File: config.mk
export PLATFORM = sky130hd
export DESIGN_NAME = stack_sequencer
export DESIGN_NICKNAME = d
export VERILOG_FILES = /design/src/rtl/stack_sequencer.sv
export SDC_FILE = /design/constraint.sdc
export NUM_CORES = 1
export LEC_CHECK = 0
export CORE_ASPECT_RATIO = 1.2
export CORE_UTILIZATION = 40
export CTS_BUF_LIST = sky130_fd_sc_hd__clkbuf_8
export DETAILED_ROUTE_END_ITERATION = 6
export GPL_ROUTABILITY_DRIVEN = 0
export PLACE_DENSITY = 0.76
export SLEW_MARGIN = 20
export SYNTH_ARGS = -nofsm -noshare
export SYNTH_HDL_FRONTEND = slang
export SYNTH_SLANG_ARGS = --single-unit
export TNS_END_PERCENT = 50
File: constraint.sdc
create_clock -name clk -period 9.7 [get_ports clk]
set_input_delay 1.94 -clock clk [delete_from_list [all_inputs] [get_ports clk]]
set_output_delay 1.94 -clock clk [all_outputs]
set_load 0.005 [all_outputs]
File: src/rtl/stack_sequencer.sv
// -----------------------------------------------------------------------------
// stack_sequencer
//
// Turns operand-stack ops from decode into single-cycle push/pop commands for
// the external 2048 x 35-bit stack. It tracks the logical depth, rejects ops
// that would underflow or overflow, and holds off ops that read the top of the
// stack until the stack's registered top outputs reflect the last command.
//
// Ports
//   clk, rst_b                 clock, synchronous active-low reset
//   op_valid / op_ready        op handshake; accepted when both high at clk edge
//   op_code                    0 PUSH, 1 POPN, 2 DUP, 3 SWAP, 4 ADD, 5 SUB,
//                              6 PEEK, 7 CLEAR
//   op_imm                     PUSH value
//   op_n                       POPN count
//   res_valid / res_data       PEEK result, one cycle after accept
//   err / err_code             error strobe, one cycle after accept
//                              (1 underflow, 2 overflow)
//   depth                      current logical depth
//   st__push, st__to_pop,
//   st__to_push                registered stack command (one cycle per command)
//   st__top_0, st__top_1       registered top / second-from-top from the stack
// -----------------------------------------------------------------------------
module stack_sequencer #(
  parameter int DEPTH_MAX = 2047,
  parameter int W         = 35,
  parameter int AW        = 11
) (
  input  logic          clk,
  input  logic          rst_b,
  input  logic          op_valid,
  output logic          op_ready,
  input  logic [2:0]    op_code,
  input  logic [W-1:0]  op_imm,
  input  logic [AW-1:0] op_n,
  output logic          res_valid,
  output logic [W-1:0]  res_data,
  output logic          err,
  output logic [1:0]    err_code,
  output logic [AW:0]   depth,
  output logic          st__push,
  output logic [AW-1:0] st__to_pop,
  output logic [W-1:0]  st__to_push,
  input  logic [W-1:0]  st__top_0,
  input  logic [W-1:0]  st__top_1
);

  // ---------------------------------------------------------------------------
  // Types and constants
  // ---------------------------------------------------------------------------
  typedef enum logic [2:0] {
    OP_PUSH  = 3'd0,
    OP_POPN  = 3'd1,
    OP_DUP   = 3'd2,
    OP_SWAP  = 3'd3,
    OP_ADD   = 3'd4,
    OP_SUB   = 3'd5,
    OP_PEEK  = 3'd6,
    OP_CLEAR = 3'd7
  } op_e;

  typedef enum logic {
    S_IDLE  = 1'b0,
    S_SWAP2 = 1'b1
  } state_e;

  localparam int          DW        = AW + 1;
  localparam logic [DW-1:0] DEPTH_LIM = DW'(DEPTH_MAX);
  // The stack's top registers lag a command by two cycles.
  localparam logic [1:0]  SETTLE_CYCLES = 2'd2;

  localparam logic [1:0]  ERR_UNDERFLOW = 2'd1;
  localparam logic [1:0]  ERR_OVERFLOW  = 2'd2;

  // ---------------------------------------------------------------------------
  // State
  // ---------------------------------------------------------------------------
  state_e        r_state;
  state_e        w_state_nxt;
  logic [1:0]    r_settle;
  logic [DW-1:0] r_depth;
  logic [W-1:0]  r_swap_t1;      // second-from-top latched at SWAP accept

  logic          r_push;
  logic [AW-1:0] r_to_pop;
  logic [W-1:0]  r_to_push;
  logic          r_err;
  logic [1:0]    r_err_code;
  logic          r_res_valid;
  logic [W-1:0]  r_res_data;

  // ---------------------------------------------------------------------------
  // Op decode (pure function of op_code, operands, depth and stack tops)
  // ---------------------------------------------------------------------------
  logic          w_reads_top;    // op needs settled st__top_* values
  logic          w_grows;        // op adds one entry (overflow candidate)
  logic          w_is_peek;
  logic          w_is_swap;
  logic [DW-1:0] w_need;         // entries the op requires to be present
  logic          w_cmd_push;
  logic [AW-1:0] w_cmd_pop;
  logic [W-1:0]  w_cmd_data;
  logic [DW-1:0] w_depth_nxt;

  // NOTE: every signal assigned in an always_comb gets a default at the top of
  // the block, so no path can leave it unassigned and infer a latch.
  always_comb begin
    w_reads_top = 1'b0;
    w_grows     = 1'b0;
    w_is_peek   = 1'b0;
    w_is_swap   = 1'b0;
    w_need      = '0;
    w_cmd_push  = 1'b0;
    w_cmd_pop   = '0;
    w_cmd_data  = '0;
    w_depth_nxt = r_depth;

    case (op_code)
      OP_PUSH: begin
        w_grows     = 1'b1;
        w_cmd_push  = 1'b1;
        w_cmd_data  = op_imm;
        w_depth_nxt = r_depth + DW'(1);
      end
      OP_POPN: begin
        w_need      = {1'b0, op_n};
        w_cmd_pop   = op_n;
        w_depth_nxt = r_depth - {1'b0, op_n};
      end
      OP_DUP: begin
        w_reads_top = 1'b1;
        w_grows     = 1'b1;
        w_need      = DW'(1);
        w_cmd_push  = 1'b1;
        w_cmd_data  = st__top_0;
        w_depth_nxt = r_depth + DW'(1);
      end
      OP_SWAP: begin
        // First half: drop both, push old top. Second half pushes old second.
        w_reads_top = 1'b1;
        w_is_swap   = 1'b1;
        w_need      = DW'(2);
        w_cmd_push  = 1'b1;
        w_cmd_pop   = AW'(2);
        w_cmd_data  = st__top_0;
      end
      OP_ADD: begin
        w_reads_top = 1'b1;
        w_need      = DW'(2);
        w_cmd_push  = 1'b1;
        w_cmd_pop   = AW'(2);
        w_cmd_data  = st__top_1 + st__top_0;
        w_depth_nxt = r_depth - DW'(1);
      end
      OP_SUB: begin
        w_reads_top = 1'b1;
        w_need      = DW'(2);
        w_cmd_push  = 1'b1;
        w_cmd_pop   = AW'(2);
        w_cmd_data  = st__top_1 - st__top_0;
        w_depth_nxt = r_depth - DW'(1);
      end
      OP_PEEK: begin
        w_reads_top = 1'b1;
        w_is_peek   = 1'b1;
        w_need      = DW'(1);
      end
      OP_CLEAR: begin
        w_cmd_pop   = r_depth[AW-1:0];
        w_depth_nxt = '0;
      end
    endcase
  end

  // ---------------------------------------------------------------------------
  // Error classification and accept qualification
  // ---------------------------------------------------------------------------
  logic       w_underflow;
  logic       w_overflow;
  logic [1:0] w_err_code;
  logic       w_accept;
  logic       w_reject;
  logic       w_modifies;

  assign w_underflow = (w_need > r_depth);
  // Anything that grows needs at most one entry, so it can never also underflow
  // at the depth limit; underflow still takes priority for clarity.
  assign w_overflow  = w_grows && (r_depth == DEPTH_LIM);
  assign w_err_code  = w_underflow ? ERR_UNDERFLOW :
                       w_overflow  ? ERR_OVERFLOW  : 2'd0;

  assign w_accept    = op_valid && op_ready;
  assign w_reject    = w_underflow || w_overflow;
  // Only ops that actually move the stack disturb the top registers; a POPN of
  // zero or a CLEAR of an empty stack issues an idle command.
  assign w_modifies  = w_cmd_push || (w_cmd_pop != '0);

  // ---------------------------------------------------------------------------
  // FSM: state register + next-state / handshake logic
  // ---------------------------------------------------------------------------
  // NOTE: sequential state is written with non-blocking assignments so every
  // register samples the pre-edge value of every other register.
  always_ff @(posedge clk) begin
    if (!rst_b) begin
      r_state <= S_IDLE;
    end else begin
      r_state <= w_state_nxt;
    end
  end

  always_comb begin
    w_state_nxt = r_state;
    op_ready    = 1'b1;

    case (r_state)
      S_IDLE: begin
        // Top-reading ops wait until the last command has reached the tops.
        if (w_reads_top && (r_settle != 2'd0)) begin
          op_ready = 1'b0;
        end
        if (op_valid && op_ready && w_is_swap && !w_reject) begin
          w_state_nxt = S_SWAP2;
        end
      end
      S_SWAP2: begin
        op_ready    = 1'b0;
        w_state_nxt = S_IDLE;
      end
      default: begin
        w_state_nxt = S_IDLE;
      end
    endcase
  end

  // ---------------------------------------------------------------------------
  // Datapath: commands, depth, settle counter, result and error strobes
  // ---------------------------------------------------------------------------
  always_ff @(posedge clk) begin
    if (!rst_b) begin
      r_settle    <= '0;
      r_depth     <= '0;
      r_swap_t1   <= '0;
      r_push      <= 1'b0;
      r_to_pop    <= '0;
      r_to_push   <= '0;
      r_err       <= 1'b0;
      r_err_code  <= '0;
      r_res_valid <= 1'b0;
      r_res_data  <= '0;
    end else begin
      // Commands and strobes are one-cycle pulses; idle command leaves sp alone.
      r_push      <= 1'b0;
      r_to_pop    <= '0;
      r_to_push   <= '0;
      r_err       <= 1'b0;
      r_err_code  <= '0;
      r_res_valid <= 1'b0;

      if (r_settle != 2'd0) begin
        r_settle <= r_settle - 2'd1;
      end

      case (r_state)
        S_IDLE: begin
          if (w_accept) begin
            if (w_reject) begin
              r_err      <= 1'b1;
              r_err_code <= w_err_code;
            end else begin
              r_push    <= w_cmd_push;
              r_to_pop  <= w_cmd_pop;
              r_to_push <= w_cmd_data;
              r_depth   <= w_depth_nxt;
              if (w_modifies) begin
                r_settle <= SETTLE_CYCLES;
              end
              if (w_is_peek) begin
                r_res_valid <= 1'b1;
                r_res_data  <= st__top_0;
              end
              if (w_is_swap) begin
                r_swap_t1 <= st__top_1;
              end
            end
          end
        end
        S_SWAP2: begin
          // Second SWAP command: push the old second entry on top.
          r_push    <= 1'b1;
          r_to_pop  <= '0;
          r_to_push <= r_swap_t1;
          r_settle  <= SETTLE_CYCLES;
        end
        default: begin
        end
      endcase
    end
  end

  // ---------------------------------------------------------------------------
  // Outputs
  // ---------------------------------------------------------------------------
  assign st__push    = r_push;
  assign st__to_pop  = r_to_pop;
  assign st__to_push = r_to_push;
  assign depth       = r_depth;
  assign err         = r_err;
  assign err_code    = r_err_code;
  assign res_valid   = r_res_valid;
  assign res_data    = r_res_data;

endmodule

After elaboration in Yosys (flattened, before gate mapping) --
Index checks and enable logic that the tools add are counted. Widths: inputs -> output; s select.
Word-level totals: register bits 136, bits of input ports 122, output and inout bits 99, word-level logic and storage cells 90
Operators by class: add/subtract/negate cells 6, order comparisons 1, equality and inequality tests 8, muxes and demuxes 32, bitwise gates (word level) 4, reductions and logical operators 27
Operator list (number):
- $pmux 35 s4 | 1
- $mux 35 | 2
- $pmux 35 s2 | 1
- $pmux 11 s3 | 2
- $pmux 12 s4 | 1
- $add 35x35->35 | 1
- $sub 35x35->35 | 1
- $mux 11 | 2
- $pmux 11 s2 | 1
- $reduce_or 5->1 | 3
- $mux 1 | 13
- $add 12x1->12 const B | 1
- $eq 12x11->1 const B | 1
- $eq 3x3->1 const B | 4
- $gt 12x12->1 | 1
- $reduce_and 4->1 | 3
- $sub 12x1->12 const B | 1
- $sub 12x11->12 | 1
- $reduce_bool 11->1 | 1
- $mux 2 | 5
- $reduce_or 2->1 | 4
- $reduce_or 4->1 | 2
- $eq 3x2->1 const B | 2
- $logic_and 1x1->1 | 6
- other kinds (11) | 18

Depth between registers and ports, before layout --
word-level depth 11, depth in mapped cells 20, depth with buffers taken out 18

Worst setup path after synthesis --
Ideal clock, no wire load.
path type input to register, start input port st__top_0[7], end register r_to_push[33] (netlist: st__to_push[33]), data arrival time 5.790 ns, required time 9.580 ns, setup slack 3.790 ns, cell stages on the path 17, path buffers 2, cells stage by stage buf_2 nor4_1 or2b_1 or4b_4 nor4_4 nand3_2 or3_4 nand2_1 xor2_1 ha_1 clkbuf_1 nor2b_1 o21ai_0 nand2b_1 a2111oi_0 o21ai_0 a211o_1
On the way: word-level cells in the longest chain between the ends 5, elaborated cells on any way between the ends 6, classes of those cells 2 x add/sub; 4 x mux
RTL lines:
- from (decl) | line 44 | input logic [W-1:0] st__top_0,
- $sub 35x35->35 / $add 35x35->35 (equally long branches) | line 160, 152
- $pmux 35 s4 (*) | line 118 | case (op_code)
- $mux 35 (*) | line 266 | if (w_reject) begin
- $mux 35 (*) | line 265 | if (w_accept) begin
- $pmux 35 s2 (*) | line 263 | case (r_state)
- to (signal assigned) | line 272 | r_to_push <= w_cmd_data;
- to (signal assigned) | line 291 | r_to_push <= r_swap_t1;
- to (decl) | line 86 | logic [W-1:0] r_to_push;
Every way passes the cells marked *; elsewhere a longest branch is shown, timed or not. A chain may end at the register's enable or synchronous reset.

Worst setup path after layout --
start input port op_code[1], end register r_to_push[33] (netlist: st__to_push[33])
On the way: word-level cells in the longest chain between the ends 10, elaborated cells on any way between the ends 27, classes of those cells 1 x order compare; 6 x eq/ne; 10 x mux; 10 x reduce/logical
RTL lines:
- from (decl) | line 33 | input logic [2:0] op_code,
- parallel branches: the longest is 8 deep, another holds $gt 12x12->1
- $mux 35 (*) | line 265
- $pmux 35 s2 (*) | line 263
Every way passes the cells marked *. The select of a mux whose other input is x is not followed.

==> results.json <==
{
  "yosysUniqueCellTypes": 65,
  "drive_above_1_share_pct": 4.38,
  "grt_antenna_before_repair": 2,
  "placedCellCount": 1563,
  "seq_power_share_pct": 37.2,
  "ctsHoldBuffers": 0,
  "clkPwrFrac_pct": 25.3,
  "startpoint": "op_code[1]",
  "synth_top_area_share_pct": 31.1,
  "synth_fp_nets": 1308,
  "peakVddDrop_uv": 101,
  "final-setup-viol-count": 0,
  "ant_nets": 0,
  "io_pins": 221,
  "firstDrtPassIters": 5,
  "globalRoute.busiestLayer": "met2",
  "leakage_uw": 0.00421,
  "routedWlPerCell_um": 18.0,
  "post_cts_resized": 0,
  "syn_inst": 1125,
  "startpoint_type": "input pin",
  "post_cts_buffers": 0,
  "p_int_uw": 1110,
  "groute.usage.overall_pct": 25.8,
  "synthFlopType": "dfxtp_1",
  "die_width_um": 137,
  "hold_violations": 0,
  "use_met2_pct": 44.0,
  "crit_type": "input pin to register",
  "timing.final.crit_share_pct": 74.4,
  "synth_seq_cells": 136,
  "coreArea_mm2": 0.0212,
  "synth.area.top_cells": "dfxtp_1, nand2_1, ha_1, a21boi_0, a21oi_1",
  "ys_warn_count": 0,
  "syn_area_mm2": 0.00876,
  "cap_violations": 0,
  "worstMarginPinSlew_ns": 0.949,
  "synth_top_area_cell": "dfxtp_1",
  "final.setup.tns_ns": 0,
  "place_hpwl_um": 20900,
  "final_util_pct": 54.2,
  "maxSlewViolCount": 0,
  "cts_tree": "done",
  "cp.required_ns": 10.04,
  "p_per_area_mw_per_mm2": 151,
  "combPwrFrac_pct": 37.5,
  "die_h_um": 164,
  "cts_root_buffer": "clkbuf_8",
  "grt_pass1_wl_um": 44800,
  "swShare_pct": 36.2,
  "arrival_ns": 7.55,
  "fin_skew_ns": 0.0148,
  "clock_tree.htree_level_count": 4,
  "grt_pass1_vias": 8609,
  "holdCritPathClass": "register to register",
  "grt_max_degree": 91,
  "viasPerCell": 5.64,
  "clkTransAtPathRegs_ns": 0.08,
  "fin_crit_ns": 7.22,
  "io_buffers": 220,
  "clock-sinks": 136,
  "die_area_mm2": 0.0225,
  "clock_latency_ns": 0.45,
  "outcome": "finished clean",
  "min_from": "r_swap_t1[22]$_SDFFE_PN0P_",
  "grt_use_met1_pct": 29.7,
  "crit_path_end_kind": "register",
  "cts_buffer_depth": 2,
  "ys_async_sr_fraction_pct": 0,
  "syn_avg_cell_area_um2": 7.78,
  "initial_core_util_pct": 41.3,
  "worstPathMaxFanout": 26,
  "rows": 58,
  "switchingPower_uw": 627,
  "synth-edff-count": 0,
  "slew_headroom_pct": 36.7,
  "finalNetCount": 1495,
  "cts_buffers": 17,
  "routed_wl_um": 28800,
  "area_delta_synth_final_pct": 31.2,
  "grt_use_met3_pct": 5.93,
  "timing.rr.start": "depth[10]$_SDFFE_PN0P_",
  "max_freq_ghz": 0.139,
  "seq_area_frac_synth_pct": 31.1,
  "drt_iter0_drc": 691,
  "drc": 0,
  "via_count": 9002,
  "rsz0062_at_grt": "false",
  "final_cells": 1596,
  "grt.overflow.total": 0
}
sequential cells by signal, summed over array words and instances, names as in the netlist:
register	count
r_state	1
err	1
st__to_push	35
r_swap_t1	35
res_valid	1
err_code	2
depth	12
st__to_pop	11
st__push	1
r_settle	2
res_data	35
Yosys cell counts (11+ instances only):
master,n
a21boi_0,73
a22oi_1,19
xnor2_1,47
nand3_1,11
a222oi_1,19
nor3_1,26
inv_1,39
nor2_1,57
o21ai_0,61
clkbuf_1,51
nor2b_1,18
a21oi_1,88
xor2_1,24
nand2_1,217
dfxtp_1,136
ha_1,59
a21o_1,14
per-stage QoR:
| stage | total power, µW | hold WS, ns | worst slack (ns) | cell area, µm² |
|---|---|---|---|---|
| floorplan | 1050 | 0.420 | 3.79 | 8760 |
| global placement | 1290 | 0.436 | 2.36 | 11100 |
| detailed placement | 1300 | 0.439 | 2.14 | 11100 |
| CTS | 1740 | 0.459 | 2.61 | 11500 |
| global route | 1840 | 0.483 | 2.07 | 11500 |
| finish | 1730 | 0.460 | 2.48 | 11500 |
layout make-up:
class / count / area (µm²)
clock inverters: 15 / 129
clock buffers: 17 / 234
inverters: 40 / 150
repair buffers: 229 / 2260
well taps: 270 / 338
flip-flops and latches: 136 / 2720
fillers: 2024 / 9700
multi-input cells: 888 / 5650
diodes: 1 / 2.50
logic make-up after synthesis:
logic type	share of synthesized area, %
adders and majority gates	8.89
xor gates and xnor gates	7.10
buffers and inverters	4.56
DFF	31.1
muxes	0.229
AOI/OAI and AO/OA	26.3
and+or+nand+nor	21.8
power groups by stage:
stage | sequential, µW | clock, µW | combinational, µW
after floorplan | 644 | 0 | 403
after CTS | 643 | 448 | 646
after global routing | 649 | 474 | 717
final | 645 | 439 | 649
after detailed placement | 655 | 0 | 640
after global placement | 656 | 0 | 631
critical path, cell delays in order:
cell and delay (ns):
clkdlybuf4s50_1 1.01, clkinv_1 0.45, nand3_1 0.62, o21ai_0 0.24, xor2_1 0.20, ha_1 0.25
or4_1 0.53, o21a_1 0.19, a41oi_1 0.42, o211ai_1 0.31, a2111oi_0 0.78, o21ai_0 0.26
a211o_1 0.34
per-layer routing:
layer / vias up / share of wire, %
met5: - / 0.042
met4: 2 / 4.4
met3: 87 / 8.4
met2: 399 / 48
met1: 4136 / 39
li1: 4378 / -
cells in the final DEF, fill, tap and decap left out, types with 5 or more instances in the layout:
master and n:
a211oi_1 5, a21boi_0 73, a21o_1 14, a21oi_1 88, a222oi_1 19, a22oi_1 19, a31oi_1 5, and2_1 6
and3_1 10, buf_4 9, clkbuf_8 17, clkdlybuf4s50_1 219, dfxtp_1 136, ha_1 59, inv_1 40, nand2_1 217
nand2b_1 10, nand3_1 11, nand4_1 10, nor2_1 57, nor2b_1 18, nor3_1 25, nor3b_1 6, nor4_1 7
o211ai_1 9, o21a_1 8, o21ai_0 61, o21bai_1 7, o221ai_1 8, o31ai_1 8, o41ai_1 5, or4_1 6
xnor2_1 47, xor2_1 24
worst paths after layout:
kind	slack, ns	to	cells after the start
worst max-delay path	2.48	st__to_push[33]$_SDFF_PN0_	13
worst min-delay path	0.46	st__to_push[22]$_SDFF_PN0_	2
worst max register to register	6.07	st__to_push[27]$_SDFF_PN0_	12
worst min register to register	0.46	st__to_push[22]$_SDFF_PN0_	2
Power figures use the tool's default switching activity.
